## config.mk

```make
export PLATFORM = sky130hd
export DESIGN_NAME = graph_loader
export DESIGN_NICKNAME = d
export VERILOG_FILES = /design/src/rtl/graph_loader.sv
export SDC_FILE = /design/constraint.sdc
export NUM_CORES = 1
export LEC_CHECK = 0
export BUFFER_PORTS_ARGS = -buffer_cell sky130_fd_sc_hd__buf_2
export CAP_MARGIN = 20
export CORE_MARGIN = 4
export CORE_UTILIZATION = 56
export DETAILED_ROUTE_END_ITERATION = 10
export GPL_ROUTABILITY_DRIVEN = 0
export PLACE_DENSITY_LB_ADDON = 0.05
export SYNTH_ARGS = -nofsm -noshare
export SYNTH_HDL_FRONTEND = slang
export SYNTH_SLANG_ARGS = --single-unit
```

## constraint.sdc

```tcl
create_clock -name clk -period 2.95 [get_ports clk]
set_clock_uncertainty 0.15 [all_clocks]
set_input_delay 0.59 -clock clk [delete_from_list [all_inputs] [get_ports clk]]
set_output_delay 0.59 -clock clk [all_outputs]
set_load 0.05 [all_outputs]
```

## src/rtl/graph_loader.sv

```systemverilog
// graph_loader: buffers edge-weight updates into the adjacency matrix and runs
// the optional adjmat clear plus Bellman-Ford vertex initialisation.
module graph_loader #(
  parameter int NODES        = 8,
  parameter int PRED_WIDTH   = 2,
  parameter int WEIGHT_WIDTH = 15,
  parameter int VERT_WIDTH   = PRED_WIDTH + WEIGHT_WIDTH + 2,
  parameter int FIFO_DEPTH   = 4
) (
  input  logic                    clk,
  input  logic                    reset,
  input  logic                    edge_valid,
  output logic                    edge_ready,
  input  logic [PRED_WIDTH:0]     edge_src,
  input  logic [PRED_WIDTH:0]     edge_dst,
  input  logic [WEIGHT_WIDTH:0]   edge_weight,
  input  logic                    init_start,
  input  logic                    init_clear_adj,
  input  logic [PRED_WIDTH:0]     init_source,
  output logic                    busy,
  output logic                    init_done,
  output logic                    edge_drop,
  output logic [15:0]             edges_written,
  output logic [VERT_WIDTH:0]     vertmat_data,
  output logic [PRED_WIDTH:0]     vertmat_addr,
  output logic                    vertmat_we,
  output logic [WEIGHT_WIDTH:0]   adjmat_data,
  output logic [PRED_WIDTH:0]     adjmat_row_addr,
  output logic [PRED_WIDTH:0]     adjmat_col_addr,
  output logic                    adjmat_we
);
  localparam int IW = PRED_WIDTH + 1;
  localparam int WW = WEIGHT_WIDTH + 1;
  localparam int AW = $clog2(FIFO_DEPTH);
  localparam logic [IW:0]    NODES_W = (IW+1)'(NODES);
  localparam logic [IW-1:0]  LAST    = IW'(NODES - 1);
  localparam logic [WW-1:0]  INF     = {1'b0, {WEIGHT_WIDTH{1'b1}}};
  localparam logic [AW:0]    FULL    = (AW+1)'(FIFO_DEPTH);

  typedef enum logic [1:0] {IDLE, CLEAR_ADJ, INIT_VERT, DONE} state_t;
  state_t r_state, w_next;

  logic [2*IW+WW-1:0] r_fifo [FIFO_DEPTH];
  logic [AW-1:0]      r_wp, r_rp;
  logic [AW:0]        r_cnt, w_cnt;
  logic [IW-1:0]      r_row, r_col, r_src;
  logic [IW-1:0]      w_hsrc, w_hdst;
  logic [WW-1:0]      w_hw;
  logic               w_push, w_pop, w_bad, w_last_row, w_last_col;

  assign w_push     = edge_valid && edge_ready;
  assign w_pop      = r_state == IDLE && !init_start && r_cnt != '0;
  assign {w_hsrc, w_hdst, w_hw} = r_fifo[r_rp];
  assign w_bad      = {1'b0, w_hsrc} >= NODES_W || {1'b0, w_hdst} >= NODES_W || w_hsrc == w_hdst;
  assign w_cnt      = r_cnt + (AW+1)'(w_push) - (AW+1)'(w_pop);
  assign w_last_row = r_row == LAST;
  assign w_last_col = r_col == LAST;
  assign busy       = r_state != IDLE;
  assign init_done  = r_state == DONE;

  always_ff @(posedge clk or posedge reset)
    if (reset) r_state <= IDLE;
    else r_state <= w_next;

  always_comb begin
    w_next = r_state;
    case (r_state)
      IDLE:      w_next = !init_start ? IDLE : init_clear_adj ? CLEAR_ADJ : INIT_VERT;
      CLEAR_ADJ: w_next = (w_last_row && w_last_col) ? INIT_VERT : CLEAR_ADJ;
      INIT_VERT: w_next = w_last_col ? DONE : INIT_VERT;
      default:   w_next = IDLE;
    endcase
  end

  // storage needs no reset: occupancy is tracked by the pointers
  always_ff @(posedge clk)
    if (w_push) r_fifo[r_wp] <= {edge_src, edge_dst, edge_weight};

  always_ff @(posedge clk or posedge reset)
    if (reset) begin
      r_wp            <= '0;
      r_rp            <= '0;
      r_cnt           <= '0;
      edge_ready      <= 1'b1;
      r_row           <= '0;
      r_col           <= '0;
      r_src           <= '0;
      edge_drop       <= 1'b0;
      edges_written   <= '0;
      adjmat_we       <= 1'b0;
      adjmat_data     <= '0;
      adjmat_row_addr <= '0;
      adjmat_col_addr <= '0;
      vertmat_we      <= 1'b0;
      vertmat_data    <= '0;
      vertmat_addr    <= '0;
    end else begin
      adjmat_we  <= 1'b0;
      vertmat_we <= 1'b0;
      edge_drop  <= 1'b0;
      r_cnt      <= w_cnt;
      edge_ready <= w_cnt != FULL;
      if (w_push) r_wp <= r_wp + 1'b1;
      if (w_pop) begin
        r_rp      <= r_rp + 1'b1;
        edge_drop <= w_bad;
        adjmat_we <= !w_bad;
        if (!w_bad) begin
          adjmat_row_addr <= w_hsrc;
          adjmat_col_addr <= w_hdst;
          adjmat_data     <= w_hw;
          edges_written   <= edges_written + {15'd0, edges_written != 16'hFFFF};
        end
      end
      if (r_state == IDLE && init_start) begin
        r_src <= init_source;
        r_row <= '0;
        r_col <= '0;
      end
      if (r_state == CLEAR_ADJ) begin
        adjmat_we       <= 1'b1;
        adjmat_row_addr <= r_row;
        adjmat_col_addr <= r_col;
        adjmat_data     <= '0;
        r_col           <= w_last_col ? '0 : r_col + 1'b1;
        r_row           <= !w_last_col ? r_row : w_last_row ? '0 : r_row + 1'b1;
      end
      if (r_state == INIT_VERT) begin
        vertmat_we   <= 1'b1;
        vertmat_addr <= r_col;
        vertmat_data <= {1'b0, r_col, r_col == r_src ? '0 : INF};
        r_col        <= w_last_col ? '0 : r_col + 1'b1;
      end
    end
endmodule

```

Yosys cells after proc, flatten, opt, wreduce, memory -nomap -nowiden
Memory sizes are Yosys's and may differ from the RTL's. Index checks and enable logic that the tools add are counted.

$add $sub $neg: 7. Eq/ne operators: 11. Muxes and demuxes: 28. Bitwise logic cells: 1. Reductions and logical operators: 16.

Operator list (number): 16-bit two-way mux (3); 3-bit two-way mux (13); 16-bit by 1-bit adder with 16-bit output (1); 16-bit inequality test, second input constant (1); 15-bit two-way mux (1); 1-bit two-way mux (7); 3-bit by 1-bit adder with 3-bit output, second input constant (2); 3-bit equality test (2); 3-bit equality test, second input constant (2); 2-bit two-way mux (3); 2-bit one-hot mux with 3 select lines (1); 2-bit AND reduction (3); 2-bit nonzero test (3); 3-bit nonzero test (2); 1-bit logical AND (5); 2-bit by 1-bit adder with 2-bit output, second input constant (2); 2-bit equality test, second input constant (2); 3-bit by 1-bit adder with 3-bit output (1); 3-bit inequality test, second input constant (1); 3-bit by 1-bit subtractor with 3-bit output (1); 2-bit by 1-bit equality test with 1-bit output, second input constant (1); 1-bit logical NOT (2); 2-bit logical NOT (1); 2-bit by 1-bit inequality test with 1-bit output, second input constant (1); 2 further kinds (2).

Flip-flop bits (word level): 82. Bits in writable memories: 88. Input bits: 30. Output and inout port bits: 67. Logic and storage cells: 81. Memories kept: 1.

Memory list: r_fifo (depth 4, width 22, read ports 1, clocked after Yosys merged registers in 0, wr ports 1, RTL line 43) `logic [2*IW+WW-1:0] r_fifo [FIFO_DEPTH];`.

Depth between registers and ports, before layout
Word-level depth: 5. Gate-level depth with buffers: 10.

Worst setup path before layout
No wires, ideal clock.

Path type: register to register. Start point: register edges_written[2]. End point: register edges_written[6]. Library setup time: 0.146 ns. Arrival: 2.404 ns. Slack: 0.250 ns. Stages on the path, launching flop included: 9. Clock period less this slack: 2.700 ns. Cells stage by stage: dfrtp_1 -> and4_1 -> nand4_1 -> nor3_1 -> nand3_1 -> ha_1 -> ha_1 -> and3_1 -> xor2_1.

Word-level cells in the longest chain between the ends: 2.

Ends and longest elaborated chain: from (decl) (RTL line 23) `output logic [15:0] edges_written,`; from (signal assigned) (RTL line 112) `edges_written <= edges_written + {15'd0, edges_written != 16'hFFFF};`; 16-bit inequality test (RTL line 112); 16-bit by 1-bit adder with 16-bit output * (RTL line 112).

Mark *: on every way between the ends. The rest lies on a longest branch, timed or not. A chain may end at the register's enable or synchronous reset.

Final worst setup path
Start point: register r_rp[0]. End point: register adjmat_data[14].

Word-level cells in the longest chain between the ends: 4.

Ends and longest elaborated chain: from (decl) (RTL line 44) `logic [AW-1:0] r_wp, r_rp;`; from (signal assigned) (RTL line 105) `r_rp <= r_rp + 1'b1;`; memory read 4 x 22 bit *; 3-bit equality test or 16-bit two-way mux (tied branches) (RTL line 54, 108); 2-bit by 1-bit inequality test with 1-bit output (no source line) or 16-bit two-way mux (tied branches); 2-bit AND reduction (no source line) or 16-bit two-way mux (tied branches); to (signal assigned) (RTL line 111) `adjmat_data <= w_hw;`; to (decl) (RTL line 27) `output logic [WEIGHT_WIDTH:0] adjmat_data,`.

Mark *: on every way between the ends. The rest lies on a longest branch, timed or not. The select of a mux whose other input is x is not followed.

==> implementation parameters <==
Parameter                              Value

Outcome
  Status    finished clean

STA
  Final hold violations    0
  Setup violations, final    0
  Setup repair after global routing missed its margin    false
  Fin Setup TNS    0 ns
  Number of max-slew violations in the final report    0
  F_max    about 370 MHz
  Final worst path period need    2.669 ns
  Final Cycle Share    90.46%
  Slew @ Worst Pin    0.8478 ns
  Max transition margin    43.00%

CTS
  Hold Buf Count CTS    0
  CTS Root Buffer Type    clkbuf_16
  Total clock sinks    between 150 and 200
  CTS tree    yes
  Clock-pin slew on the worst setup and hold paths    about 0.060 ns
  Clock latency of the later-clocked register in the worst-skew pair    0.41 ns
  Maximum level of the CTS H-tree    4
  Count of instances resized after the clock tree is built    0
  Buffer depth of the longest clock path    2
  Inserted Clock Buffers    17
  Post-CTS setup-driven buffer insertion count    0

Routing
  Initial DRC count    301
  Mean routed wirelength per cell    17.24 um
  Routed length on met3    714 um
  Final routed wirelength across all metal layers    11690 um
  Via-to-Cell Ratio    5.419
  Detail Route met2 WL    around 5700 um
  DR top layer    met5
  Total iterations of the first detailed-routing run    4
  Overall via count from detail_route    3674
  Number of design rule violations left after detail routing    0
  Residual antenna-violating net count after detailed routing    0
  Detailed-route wire length on metal 1    5086 um

Critical path
  Critical-path maximum fanout    18
  Worst setup SP type    flop
  Worst endpoint data arrival time    between 2 and 3 ns
  Worst Setup End Kind    flop
  Crit path kind    flop to flop
  Data required time of the critical path    3.15 ns

Power
  Leak pwr    3.204 nW
  Internal power    about 5.3 mW
  Overall power consumption    between 8 and 9 mW
  Worst vdd rail ir drop    1337 uV
  Power share of the combinational group    39.5%
  Switching share of power    40.19%
  Power per Cell Area    1173 nW/um2
  Part of the power in the clock network    between 20% and 30%
  Total net switching power    around 3.5 mW
  Sequential share of power    36.3%

Logic synthesis
  Count of yosys warnings during synthesis    0
  Synthesized instance count    427
  Yosys cell types    43
  Post-synthesis area per instance    between 10 and 15 um2
  Synth top area share    41.67%
  Number of flip-flops and latches in the synthesized netlist    152
  Synthesized cell area    6342 um2
  Sequential fraction of the synthesis area    66.94%
  Cells taking the most area after synthesis    edfxtp_1, dfrtp_1, mux4_2, nand2_1, buf_4
  Cell accounting for the most synthesized area    edfxtp_1

Flow run
  Max-capacitance violation count    0

Placement
  Final HPWL DP    roughly 7800 um
  Buffers added on ports    between 90 and 100

Hold path
  Path category of the worst min-delay check    primary input to async pin

Layout
  Antenna cell count    0
  Area growth syn-to-layout    18.11%
  Fraction of layout instances using a drive strength above 1    between 30% and 40%
  Final net count    567

Floorplan
  Area of the die    13090 um2
  Boundary Pins    97
  Num rows    38
  Floorplan die width    about 110 um
  Core Area    around 11000 um2
  Die H    114.4 um
  Initial core utilization    between 50 and 60%

Global route
  Vias in the first global route    roughly 3600
  GR Util All Layers    19.25%
  Antenna violations before repair    2
  Total gr overflow    0
  Pin count of the biggest net entering global routing    41
  Wire length of the first global-routing pass    18730 um
## layer usage
layer,track usage [%],vias up
met2,30.46,98
met5,0,-
met4,6.651,4
met3,7.030,16
li1,-,1741
met1,24.74,1815
## path summary, 6_finish.rpt
kind	start	endpoint	slack (ns)	cells after the start
min	reset	edges_written[15]$_DFFE_PP0P_	0.09	2
max in group asynchronous	reset	edge_ready$_DFF_PP1_	1.87	3
max reg2reg	r_rp[0]$_DFFE_PP0P_	adjmat_data[14]$_DFFE_PP0P_	0.28	7
min in group clk	edge_weight[5]	r_fifo[3][5]$_DFFE_PP_	0.24	1
max	r_rp[0]$_DFFE_PP0P_	adjmat_data[14]$_DFFE_PP0P_	0.28	7
min reg2reg	edges_written[8]$_DFFE_PP0P_	edges_written[8]$_DFFE_PP0P_	0.33	1
## final cells by class
type                    instances  area, um2
clock buffers                  22      474.2
well taps                     140      175.2
clock inverters                10      118.9
flip-flops and latches        152       4245
fillers                       776       3492
inverters                      12      45.04
multi-input cells             230       1814
repair buffers                112      618.1
## power groups by stage
stage | sequential [mW] | clock [mW] | combinational [mW]
finish | 3.19 | 2.12 | 3.47
CTS | 3.20 | 2.16 | 3.53
floorplan | 3.71 | 0 | 2.35
global placement | 3.21 | 0 | 3.47
global route | 3.27 | 2.27 | 3.77
detailed placement | 3.23 | 0 | 3.53
## metrics by stage
step                      std cells  util, %  worst slack (ns)  area (um2)  hold WS, ns
final                           678    68.20            0.2814        7491      0.09072
after global routing            678    68.20           0.06188        7491       0.1134
after CTS                       678    68.20            0.2599        7491      0.08933
after detailed placement        646    62.80            0.2151        6898       0.3259
after global placement          646    62.80            0.3002        6898       0.3212
after floorplan                 428        -            0.2504        6346       0.3354
## synthesized netlist by cell type
cell type	n
buf_2	1
nor2_1	13
mux2_2	7
nor2b_1	4
o21bai_1	1
fa_1	1
o22ai_1	4
edfxtp_1	88
buf_1	2
nor3_1	10
mux4_2	22
o31ai_4	1
buf_4	20
nand2b_1	2
ha_1	11
nand2_1	53
a22oi_1	1
conb_1	1
xor2_1	9
and2_1	3
xnor2_1	16
nor4_2	1
dfrtp_1	63
o2bb2ai_1	1
nand4_1	4
or2_2	1
mux2i_1	3
a21oi_1	12
nand4_2	1
o31a_1	1
nand3_2	2
and3_1	8
nand3_1	22
o31a_4	1
dfstp_2	1
inv_1	12
a221oi_1	1
clkbuf_1	6
o31ai_1	2
o21ai_0	8
and4_1	1
nor4_1	1
buf_6	5
## logic make-up after synthesis
logic type	after synthesis	synth area share [%]
AOI/OAI and AO/OA	33	3.472
xor gates and xnor gates	25	3.452
adders and majority gates	12	2.486
buffers and inverters	46	4.517
DFF	152	66.94
muxes	32	9.529
other	1	0.05913
and+or+nand+nor	126	9.548
## worst max-delay path, cell delays in order, from the launching register on
cell,delay (ns)
dfrtp_1,0.56
buf_4,0.22
mux4_2,0.53
xor2_1,0.40
o31a_4,0.32
buf_4,0.26
nand2_1,0.08
nand2_1,0.07
## registers in the layout (all words and copies together) (netlist names), 2 cells and up
signal	count
vertmat_addr	3
adjmat_data	16
adjmat_col_addr	3
r_wp	2
r_state	2
r_cnt	3
r_fifo	88
adjmat_row_addr	3
r_rp	2
r_src	3
r_col	3
edges_written	16
r_row	3
## cell usage in the layout, fill, tap and decap left out, types with 10 or more instances in the layout
master,count
nand3_1,22
ha_1,11
buf_2,94
nor3_1,10
inv_1,11
nor2_1,13
edfxtp_1,88
clkbuf_16,17
buf_4,17
nand2_1,53
mux4_2,22
xnor2_1,16
a21oi_1,12
dfrtp_1,63
Note: power is estimated with default switching activity, not from simulation.
